--- src/rtl/untrap_sequencer_pkg.sv ---
// Shared definitions for the trap-exit sequencer: FSM encoding, exit opcodes, status bits.
// Latency: n/a (package only).
// Backpressure: n/a (package only).
package untrap_sequencer_pkg;

    typedef enum logic [2:0] {
        ST_IDLE    = 3'd0,
        ST_ARMED   = 3'd1,
        ST_PREFIX  = 3'd2,
        ST_OPERAND = 3'd3,
        ST_UNTRAP  = 3'd4
    } state_t;

    localparam logic [7:0] OP_RET  = 8'hC9;
    localparam logic [7:0] OP_JP   = 8'hC3;
    localparam logic [7:0] OP_JPHL = 8'hE9;
    localparam logic [7:0] OP_ED   = 8'hED;
    localparam logic [7:0] OP_RETN = 8'h45;
    localparam logic [7:0] OP_RETI = 8'h4D;

    localparam int STAT_ARMED   = 0;
    localparam int STAT_PENDING = 1;
    localparam int STAT_TIMEOUT = 2;

    localparam logic [7:0] CTRL_PORT_DEF  = 8'h40;
    localparam int         TIMEOUT_M1_DEF = 64;
    localparam int         TW_DEF         = 7;

    // States in which the handler is running and the watchdog is live.
    function automatic logic is_armed(state_t s);
        return (s == ST_ARMED) || (s == ST_PREFIX) || (s == ST_OPERAND);
    endfunction

endpackage

--- src/rtl/untrap_sequencer_if.sv ---
// Z80 bus view plus trap-controller handshake for the trap-exit sequencer.
// Latency: n/a (wiring only).
// Backpressure: none; the CPU bus cannot be stalled from here.
interface untrap_sequencer_if;
    logic       m1_n;
    logic       mreq_n;
    logic       iorq_n;
    logic       rd_n;
    logic       wr_n;
    logic [7:0] addr_lo;
    logic [7:0] data_in;
    logic       trap_state;
    logic       virtual_enabled;
    logic       last_isr_untrap;
    logic [7:0] status_q;
    logic       status_oe;

    modport master (
        output m1_n, mreq_n, iorq_n, rd_n, wr_n, addr_lo, data_in,
        output trap_state, virtual_enabled,
        input  last_isr_untrap, status_q, status_oe
    );

    modport slave (
        input  m1_n, mreq_n, iorq_n, rd_n, wr_n, addr_lo, data_in,
        input  trap_state, virtual_enabled,
        output last_isr_untrap, status_q, status_oe
    );
endinterface

--- src/rtl/untrap_sequencer_bus_strobe_detect.sv ---
// Turns Z80 control-line edges into single-cycle strobes (ctrl write, opcode fetch, mem read, M1 fall).
// Latency: strobe is high in the cycle the edge is first sampled; prior level is one register deep.
// Backpressure: none; every qualifying edge produces exactly one strobe.
module untrap_sequencer_bus_strobe_detect #(
    parameter logic [7:0] CTRL_PORT = 8'h40
) (
    input  logic       clk,
    input  logic       rst_n,
    input  logic       m1_n,
    input  logic       mreq_n,
    input  logic       iorq_n,
    input  logic       rd_n,
    input  logic       wr_n,
    input  logic [7:0] addr_lo,
    output logic       ctrl_wr,
    output logic       op_fetch,
    output logic       mem_rd,
    output logic       m1_fall
);
    logic m1_q, rd_q, wr_q;
    logic rd_rise, wr_fall;

    always_ff @(posedge clk or negedge rst_n) begin
        if (!rst_n) begin
            m1_q <= 1'b1;
            rd_q <= 1'b1;
            wr_q <= 1'b1;
        end else begin
            m1_q <= m1_n;
            rd_q <= rd_n;
            wr_q <= wr_n;
        end
    end

    // Data is valid on the bus while RD is still low, so the rising edge is the capture point.
    assign rd_rise  = ~rd_q & rd_n;
    assign wr_fall  = wr_q & ~wr_n;
    assign m1_fall  = m1_q & ~m1_n;

    assign ctrl_wr  = wr_fall & ~iorq_n & m1_n & (addr_lo == CTRL_PORT);
    assign op_fetch = rd_rise & ~m1_n & ~mreq_n;
    assign mem_rd   = rd_rise &  m1_n & ~mreq_n;
endmodule

--- src/rtl/untrap_sequencer.sv ---
// Watches a trap handler's fetch stream and flags completion of its exit instruction to the trap controller.
// Latency: last_isr_untrap rises on the clk edge that samples the final byte of the exit instruction.
// Backpressure: none; a handler that never exits is dropped by a watchdog after TIMEOUT_M1 M1 cycles.
module untrap_sequencer
    import untrap_sequencer_pkg::*;
#(
    parameter logic [7:0] CTRL_PORT  = CTRL_PORT_DEF,
    parameter int         TIMEOUT_M1 = TIMEOUT_M1_DEF,
    parameter int         TW         = TW_DEF
) (
    input  logic               clk,
    input  logic               rst_n,
    untrap_sequencer_if.slave  bus
);
    localparam logic [TW-1:0] WD_LAST = TW'(TIMEOUT_M1 - 1);

    state_t        state;
    logic [TW-1:0] wd;
    logic [1:0]    cnt;
    logic          last_q;
    logic          timeout_err;
    logic          ctrl_wr, op_fetch, mem_rd, m1_fall;
    logic          active, in_trap, wd_expire;
    logic [7:0]    status;

    untrap_sequencer_bus_strobe_detect #(.CTRL_PORT(CTRL_PORT)) u_strobe (
        .clk      (clk),
        .rst_n    (rst_n),
        .m1_n     (bus.m1_n),
        .mreq_n   (bus.mreq_n),
        .iorq_n   (bus.iorq_n),
        .rd_n     (bus.rd_n),
        .wr_n     (bus.wr_n),
        .addr_lo  (bus.addr_lo),
        .ctrl_wr  (ctrl_wr),
        .op_fetch (op_fetch),
        .mem_rd   (mem_rd),
        .m1_fall  (m1_fall)
    );

    assign active    = is_armed(state);
    assign in_trap   = bus.virtual_enabled & bus.trap_state;
    // An external abort (virtualization off or trap dropped) outranks the watchdog: no error then.
    assign wd_expire = active & in_trap & m1_fall & (wd == WD_LAST);

    always_ff @(posedge clk or negedge rst_n) begin
        if (!rst_n) begin
            state       <= ST_IDLE;
            wd          <= '0;
            cnt         <= '0;
            last_q      <= 1'b0;
            timeout_err <= 1'b0;
        end else begin
            if (wd_expire)
                timeout_err <= 1'b1;
            if (ctrl_wr && bus.data_in[1])
                timeout_err <= 1'b0;

            case (state)
                ST_IDLE: begin
                    if (ctrl_wr && bus.data_in[0] && bus.trap_state) begin
                        state <= ST_ARMED;
                        wd    <= '0;
                    end
                end
                ST_ARMED, ST_PREFIX, ST_OPERAND: begin
                    if (!in_trap || wd_expire) begin
                        state <= ST_IDLE;
                    end else begin
                        if (m1_fall && (wd != '1))
                            wd <= wd + 1'b1;
                        if (op_fetch) begin
                            if (state == ST_ARMED) begin
                                case (bus.data_in)
                                    OP_RET, OP_JPHL: begin
                                        state  <= ST_UNTRAP;
                                        last_q <= 1'b1;
                                    end
                                    OP_JP: begin
                                        state <= ST_OPERAND;
                                        cnt   <= 2'd2;
                                    end
                                    OP_ED:   state <= ST_PREFIX;
                                    default: state <= ST_ARMED;
                                endcase
                            end else if (state == ST_PREFIX &&
                                         (bus.data_in == OP_RETN || bus.data_in == OP_RETI)) begin
                                state  <= ST_UNTRAP;
                                last_q <= 1'b1;
                            end else begin
                                state <= ST_ARMED;
                            end
                        end else if (mem_rd && state == ST_OPERAND) begin
                            cnt <= cnt - 2'd1;
                            if (cnt == 2'd1) begin
                                state  <= ST_UNTRAP;
                                last_q <= 1'b1;
                            end
                        end
                    end
                end
                ST_UNTRAP: begin
                    if (!in_trap) begin
                        state  <= ST_IDLE;
                        last_q <= 1'b0;
                    end
                end
                default: begin
                    state  <= ST_IDLE;
                    last_q <= 1'b0;
                end
            endcase
        end
    end

    always_comb begin
        status               = '0;
        status[STAT_ARMED]   = active;
        status[STAT_PENDING] = (state == ST_UNTRAP);
        status[STAT_TIMEOUT] = timeout_err;
    end

    assign bus.last_isr_untrap = last_q;
    assign bus.status_q        = status;
    assign bus.status_oe       = ~bus.iorq_n & ~bus.rd_n & bus.m1_n & (bus.addr_lo == CTRL_PORT);
endmodule

--- src/flat_wrapper.sv ---
// flat-port wrapper written by rule: the top's interface ports become plain ports
module untrap_sequencer_flat import untrap_sequencer_pkg::*;
#(
    parameter logic [7:0] CTRL_PORT  = CTRL_PORT_DEF,
    parameter int         TIMEOUT_M1 = TIMEOUT_M1_DEF,
    parameter int         TW         = TW_DEF
)
  (clk, rst_n, bus_m1_n, bus_mreq_n, bus_iorq_n, bus_rd_n, bus_wr_n, bus_addr_lo, bus_data_in, bus_trap_state, bus_virtual_enabled, bus_last_isr_untrap, bus_status_q, bus_status_oe);
  untrap_sequencer_if bus_i ();
  input  logic clk;
  input  logic rst_n;
  input wire logic [$bits(bus_i.m1_n)-1:0] bus_m1_n;
  input wire logic [$bits(bus_i.mreq_n)-1:0] bus_mreq_n;
  input wire logic [$bits(bus_i.iorq_n)-1:0] bus_iorq_n;
  input wire logic [$bits(bus_i.rd_n)-1:0] bus_rd_n;
  input wire logic [$bits(bus_i.wr_n)-1:0] bus_wr_n;
  input wire logic [$bits(bus_i.addr_lo)-1:0] bus_addr_lo;
  input wire logic [$bits(bus_i.data_in)-1:0] bus_data_in;
  input wire logic [$bits(bus_i.trap_state)-1:0] bus_trap_state;
  input wire logic [$bits(bus_i.virtual_enabled)-1:0] bus_virtual_enabled;
  output wire logic [$bits(bus_i.last_isr_untrap)-1:0] bus_last_isr_untrap;
  output wire logic [$bits(bus_i.status_q)-1:0] bus_status_q;
  output wire logic [$bits(bus_i.status_oe)-1:0] bus_status_oe;
  assign bus_i.m1_n = bus_m1_n;
  assign bus_i.mreq_n = bus_mreq_n;
  assign bus_i.iorq_n = bus_iorq_n;
  assign bus_i.rd_n = bus_rd_n;
  assign bus_i.wr_n = bus_wr_n;
  assign bus_i.addr_lo = bus_addr_lo;
  assign bus_i.data_in = bus_data_in;
  assign bus_i.trap_state = bus_trap_state;
  assign bus_i.virtual_enabled = bus_virtual_enabled;
  assign bus_last_isr_untrap = bus_i.last_isr_untrap;
  assign bus_status_q = bus_i.status_q;
  assign bus_status_oe = bus_i.status_oe;
  untrap_sequencer #(.CTRL_PORT(CTRL_PORT), .TIMEOUT_M1(TIMEOUT_M1), .TW(TW)) u_core (.clk(clk), .rst_n(rst_n), .bus(bus_i));
endmodule
--- config.mk ---
export PLATFORM = sky130hd
export DESIGN_NAME = untrap_sequencer_flat
export DESIGN_NICKNAME = d
export VERILOG_FILES = /design/src/rtl/untrap_sequencer_pkg.sv /design/src/rtl/untrap_sequencer_if.sv /design/src/rtl/untrap_sequencer_bus_strobe_detect.sv /design/src/rtl/untrap_sequencer.sv /design/src/flat_wrapper.sv
export SDC_FILE = /design/constraint.sdc
export NUM_CORES = 1
export LEC_CHECK = 0
export CAP_MARGIN = 25
export CORE_MARGIN = 1
export CORE_UTILIZATION = 47
export CTS_BUF_LIST = sky130_fd_sc_hd__clkbuf_4
export DETAILED_ROUTE_END_ITERATION = 16
export GPL_TIMING_DRIVEN = 0
export PLACE_DENSITY = 0.89
export SLEW_MARGIN = 25
export SYNTH_ARGS = -nofsm -noshare
export SYNTH_HDL_FRONTEND = slang
export SYNTH_SLANG_ARGS = --single-unit
--- constraint.sdc ---
create_clock -name clk -period 2.19 [get_ports clk]
set_clock_uncertainty 0.05 [all_clocks]
set_input_delay 0.5475 -clock clk [delete_from_list [all_inputs] [get_ports clk]]
set_output_delay 0.5475 -clock clk [all_outputs]
set_load 0.005 [all_outputs]
==> results of run 1 <==
[registers in the layout, summed over array words and instances (netlist names)]
register and flops:
u_core.bus.last_isr_untrap 1, u_core.cnt 2, u_core.state 3, u_core.timeout_err 1, u_core.u_strobe.m1_q 1, u_core.u_strobe.rd_q 1, u_core.u_strobe.wr_q 1, u_core.wd 7
[kinds of logic (layout without fill, tap and decap cells)]
group / Yosys count / after routing / share of synthesized area (%)
other: 1 / 5 / 0.344
flip-flops: 17 / 17 / 39.4
AO/OA/AOI/OAI: 35 / 35 / 20.2
adder cells (fa/ha/maj): 2 / 2 / 2.30
buffers and inverters: 14 / 59 / 7.24
AND/OR/NAND/NOR: 52 / 52 / 28.5
multiplexers: 2 / 2 / 1.95
[area by class of cell]
cell class              count  area [um2]  area share (%)
multi-input cells          96         662            40.8
plain buffers               9        70.1            4.32
inverters                   5        18.8            1.16
repair buffers             41         374            23.1
well taps                  28        35.0            2.16
flip-flops and latches     17         432            26.6
clock buffers               4        30.0            1.85
[power by group through the flow]
stage / Clock [mW] / Combinational [mW] / Sequential [mW]
after floorplan: 0 / 0.214 / 0.423
after global placement: 0 / 0.331 / 0.433
after detailed placement: 0 / 0.344 / 0.437
after CTS: 0.184 / 0.387 / 0.437
after global routing: 0.205 / 0.479 / 0.440
final: 0.183 / 0.448 / 0.434
[per-layer routing]
layer | track usage, % | vias up
li1 | - | 550
met1 | 31.2 | 549
met2 | 44.2 | 68
met3 | 4.94 | 11
met4 | 8.57 | 0
met5 | 0 | -
[what timing repair did]
item                       CTS  global route
buffers inserted             8             4
setup endpoints to repair   10             7
resized for setup           27            16
hold buffers                 0             0
pin swaps                    8             9
[placed cells by master (no fill, tap or decap), drive strengths merged, types with 4 or more instances in the layout]
cell type / n
clkbuf: 7
nor4: 4
nand3: 5
conb: 5
dlygate4sd2: 10
dlymetal6s2s: 5
inv: 5
nor3: 6
buf: 20
clkdlybuf4s50: 12
o21ai: 8
nand2: 10
a21oi: 9
dfrtp: 14
nor2: 8
[stage by stage]
| stage | instances | setup slack [ns] |
|---|---|---|
| floorplan | 127 | 0.150 |
| global placement | 184 | -0.681 |
| detailed placement | 184 | -0.756 |
| CTS | 196 | 0.00171 |
| global route | 200 | -0.0173 |
| finish | 200 | 0.0550 |
[path summary, 6_finish.rpt]
| check | startpoint | end | slack [ns] | depth (start not counted) |
|---|---|---|---|---|
| worst min register to register | u_core.bus.last_isr_untrap | u_core.bus.last_isr_untrap | 0.47 | 2 |
| worst min-delay path | bus_m1_n | u_core.u_strobe.m1_q | 0.40 | 1 |
| min in group asynchronous | rst_n | u_core.state[2] | 0.63 | 1 |
| max in group asynchronous | rst_n | u_core.state[0] | 0.96 | 1 |
| worst max-delay path | bus_rd_n | u_core.state[0] | 0.05 | 6 |
| worst max register to register | u_core.state[2] | u_core.cnt[0] | 0.08 | 6 |
[critical path, cell delays in order]
cell	delay, ns
sky130_fd_sc_hd__clkdlybuf4s50_1	0.49
sky130_fd_sc_hd__or3b_1	0.48
sky130_fd_sc_hd__nor2_2	0.21
sky130_fd_sc_hd__o31ai_1	0.12
sky130_fd_sc_hd__o31ai_1	0.27
sky130_fd_sc_hd__o311a_1	0.20
==> metrics.cfg, run 1 <==
[sta]
fin_tns_setup_ns=0
final_min_period_over_clock_period_pct=97.5
rsz0062_at_grt=yes
slew_viol_final=0
slew_headroom_pct=51.2
fin_crit_ns=2.14
hold_violations=0
tightest_slew_ns=0.730
fin_worst_hold_slack_ns=0.403
setup-violations-final=0
max_clock_freq_mhz=468

[drt]
m1WireLength_um=1150
drt_pre_antenna_iters=4
wl_per_cell_um=15.2
detail_route.vias_per_cell=5.89
num_vias=1178
detailedRoute.firstIterationViolations=57
route.detailed.drc=0
antenna_left=0
highest_layer=met4
wl_met2_um=1580
wirelength_um=3040
wl_met3_um=223

[cts]
root_buffer=sky130_fd_sc_hd__clkbuf_4
clkLatencyLatePin_ns=0.29
tritoncts_clock_tree=built
cts.clk_slew.worst_paths_ns=0.10
clock_sink_count=17
max-clock-path-buffers=2
ctsHtreeMaxLevel=1
cts_made_buffers=3

[placed_design]
finalWeightedCongestion=0.890
dpl-instance-area_um2=1430
detailedPlacementHpwl_um=2120
numPortBuffers=29

[floorplanning]
design.core.area_um2=2190
die_area_um2=2510
ios=35
die-width_um=50.1
initial_core_utilization_pct=49.7
placement_rows=17
die_height_um=50.1

[setup_path]
crit_path_max_fanout=5
worstPathArrival_ns=2.32
crit_path_end_kind=flop
startpoint_type=input port
crit_required_ns=2.37
critPathKind=in -> reg

[pwr]
internal_power_mw=0.682
sequential_share_of_power_pct=40.7
vdd.ir_drop.worst_mv=0.417
power.net_switching_mw=0.384
combinational_power_share_pct=42.1
post-layout-total-power_mw=1.07
power.density_cell_area_nw_per_um2=657
p_leak_nw=0.746
netSwitchingFraction_pct=36.0
pwr-share-clk_pct=17.2

[logic_synthesis]
synth-main-ff-cell=sky130_fd_sc_hd__dfrtp_1
post_synth_num_cell_types=44
ys_seq_area_share_pct=39.4
synth_top_cell_area_share_pct=32.2
synth_area_per_cell_um2=8.85
synth.most_common_cell=sky130_fd_sc_hd__dfrtp_1
yosys_register_bits=17
synth_enable_flop_cells=0
syn_inst=123
synth_area_leader_cell=sky130_fd_sc_hd__dfrtp_1
synth_async_sr_flop_share_pct=100
synth_top_cells_by_area=sky130_fd_sc_hd__dfrtp_1 32%, sky130_fd_sc_hd__dfstp_2 7.2%, sky130_fd_sc_hd__buf_4 4.8%, sky130_fd_sc_hd__a21oi_1 4.1%, sky130_fd_sc_hd__nand2_1 3.4%
syn-cell-area_um2=1090
synth_common_cells=14 x sky130_fd_sc_hd__dfrtp_1, 10 x sky130_fd_sc_hd__nand2_1, 9 x sky130_fd_sc_hd__a21oi_1
number_of_warning_messages_in_the_yosys_log=0

[layout]
finish.instance_area_um2=1620
finish.net_count=200
syn_to_final_growth_pct=49.0
final_core_area_utilization_pct=74.0
n_antenna_cell=0
num-fill-cells=158
drive_gt1_share_pct=26.7

[global_route]
grt-ovfl-total=0
pin_count_of_the_biggest_net_entering_global_routing=18
initial_antenna_violation_count=0
grt_util_all_layers_pct=25.6
grt_pass1_wl_um=4800
via_count_of_the_first_global_routing_pass=1065

[run_status]
run_status=finished, final reports clean

[flow_run]
drv_cap=0

[worst_hold_path]
min_path_type=in -> reg

Power figures use the tool's default switching activity.
==> run 2, diff against run 1 <==
Settings changed: CELL_PAD_IN_SITES_DETAIL_PLACEMENT set to 0, CELL_PAD_IN_SITES_GLOBAL_PLACEMENT set to 1, CORE_UTILIZATION 47 to 35, PLACE_DENSITY 0.89 to 0.9.
==> run 2 against run 1 <==
Compared with the run above:
- the flow now finishes with violations (design-rule violations)
- flip-flop and latch count stayed put
- sequential share of layout area increased by 0.35 points
- global-route usage decreased by 5.4 points
- register-to-register slack hardly changed
- first-iteration DRC count shrank 46%
- cell count stayed put
- critical path type unchanged
- largest cell class unchanged
==> metrics.cfg, run 2 (synthesis gave the netlist of run 1 again) <==
[drt]
wl_per_cell_um=14.9
antenna_left=0
detail_route.vias_per_cell=5.72
route.detailed.drc=1
num_vias=1144
drt_pre_antenna_iters=10
detailedRoute.firstIterationViolations=31
wirelength_um=2980

[sta]
slew_viol_final=0
final_min_period_over_clock_period_pct=97.7
fin_crit_ns=2.14
fin_worst_hold_slack_ns=0.456
max_clock_freq_mhz=467
hold_violations=0
slew_headroom_pct=47.3
tightest_slew_ns=0.789
setup-violations-final=0
fin_ws_ns=0.0507

[cts]
tritoncts_clock_tree=built
clock_sink_count=17
cts_hold_repair.buffers=0
cts_made_buffers=3
max-clock-path-buffers=2
cts.clk_slew.worst_paths_ns=0.10
root_buffer=sky130_fd_sc_hd__clkbuf_4
clkLatencyLatePin_ns=0.29
ctsHtreeMaxLevel=1

[global_route]
initial_antenna_violation_count=0
pin_count_of_the_biggest_net_entering_global_routing=18
grt-ovfl-total=0
via_count_of_the_first_global_routing_pass=1201
grt_pass1_wl_um=5280
grt_util_all_layers_pct=20.2

[setup_path]
critPathKind=in -> reg
crit_path_end_kind=flop
crit_path_max_fanout=5
worst_reg2reg_startpoint=u_core.state[2]
reg_to_reg_slack_setup_ns=0.07
worstPathArrival_ns=2.32
reg2reg_to=u_core.cnt[0]
worst-r2r-cell-count=6
startpoint_type=input port
cp-startpoint=bus_rd_n
crit_required_ns=2.37

[pwr]
power.density_cell_area_nw_per_um2=659
vdd.ir_drop.worst_mv=0.297
p_leak_nw=0.693
post-layout-total-power_mw=1.05

[worst_hold_path]
min_path_type=reg -> reg
timing.hold.worst.start=u_core.bus.last_isr_untrap
timing.hold.worst_endpoint=u_core.bus.last_isr_untrap
min_delay_path_depth=2

[layout]
finish.net_count=197
highest_count_cells_in_the_layout_ignoring_fill_and_taps=16 x sky130_fd_sc_hd__buf_4, 14 x sky130_fd_sc_hd__clkdlybuf4s50_1, 12 x sky130_fd_sc_hd__dlygate4sd2_1, 12 x sky130_fd_sc_hd__dfrtp_1, 9 x sky130_fd_sc_hd__nand2_1
n_antenna_cell=0
multi_input_comb_area_um2=669
largestRegisters=u_core.wd: 7 flops, u_core.state: 3 flops, u_core.cnt: 2 flops
drive_gt1_share_pct=25.4
syn_to_final_growth_pct=47.0
final_core_area_utilization_pct=56.1
area.sequential_um2=432
num-fill-cells=262
largest_reg_flops=7
mostFrequentLayoutCell=sky130_fd_sc_hd__buf_4
instances_no_fill=200
regMostFlops=u_core.wd

[floorplanning]
die-width_um=57.8
die_height_um=57.8
die_area_um2=3340
ios=35
design.core.area_um2=2850
initial_core_utilization_pct=38.2
placement_rows=19

[placed_design]
detailedPlacementHpwl_um=2090
numPortBuffers=29
finalWeightedCongestion=0.858
number_of_cells_after_detailed_placement=187
dp_slack_ns=-0.797

[run_status]
run_status=complete, but fails checks
failing_checks=design-rule violations

[flow_run]
drv_cap=0

[run 2: worst max-delay path by stage]
stage	endpoint	slack (ns)
6_report	u_core.state[0]	0.05
3_3_place_gp	bus_status_oe	-0.73
3_5_place_dp	bus_status_oe	-0.80
5_1_grt	u_core.cnt[0]	-0.001
4_1_cts	bus_status_q[1]	0.008
2_1_floorplan	u_core.cnt[0]	0.15
[run 2: routing by layer]
layer  track usage (%)  up-vias  wire length (um)  part of all wire [%]
li1                  -      543                 -                     -
met1              25.1      541              1260                    42
met2              34.9       52              1480                    50
met3              3.35        8               176                   5.9
met4              8.16        0                63                   2.1
met5                 0        -                 0                     0
[run 2: area by class of cell]
cell class / instances / share of cell area [%]
inverters: 5 / 1.17
clock buffers: 4 / 1.88
well taps: 31 / 2.42
flip-flops and latches: 17 / 27.0
multi-input cells: 96 / 41.8
plain buffers: 9 / 4.38
repair buffers: 38 / 21.3
[run 2: worst max-delay path, cell delays in order]
cell                              delay, ns
sky130_fd_sc_hd__clkdlybuf4s50_1       0.50
sky130_fd_sc_hd__or3b_1                0.48
sky130_fd_sc_hd__nor2_2                0.18
sky130_fd_sc_hd__o31ai_1               0.12
sky130_fd_sc_hd__o31ai_1               0.27
sky130_fd_sc_hd__o311a_1               0.23
[run 2: metrics by stage]
step	area, um2	TNS (ns)
after global placement	1430	-4.97
final	1600	0
after detailed placement	1430	-5.83
after CTS	1550	0
after global routing	1600	-0.00145
after floorplan	1100	0
[run 2: timing repair]
| action | in CTS | in global routing |
|---|---|---|
| pin swaps | 8 | 5 |
| gates resized for setup | 31 | 10 |
| buffers inserted | 8 | 1 |
| endpoints found under the setup margin | 10 | 9 |
[run 2: power breakdown]
part / internal (mW) / total, mW / switching, mW / leakage (nW)
sequential: 0.374 / 0.427 / 0.0529 / 0.211
combinational: 0.219 / 0.442 / 0.223 / 0.464
clock: 0.0831 / 0.184 / 0.101 / 0.0184
total: 0.677 / 1.05 / 0.377 / 0.693
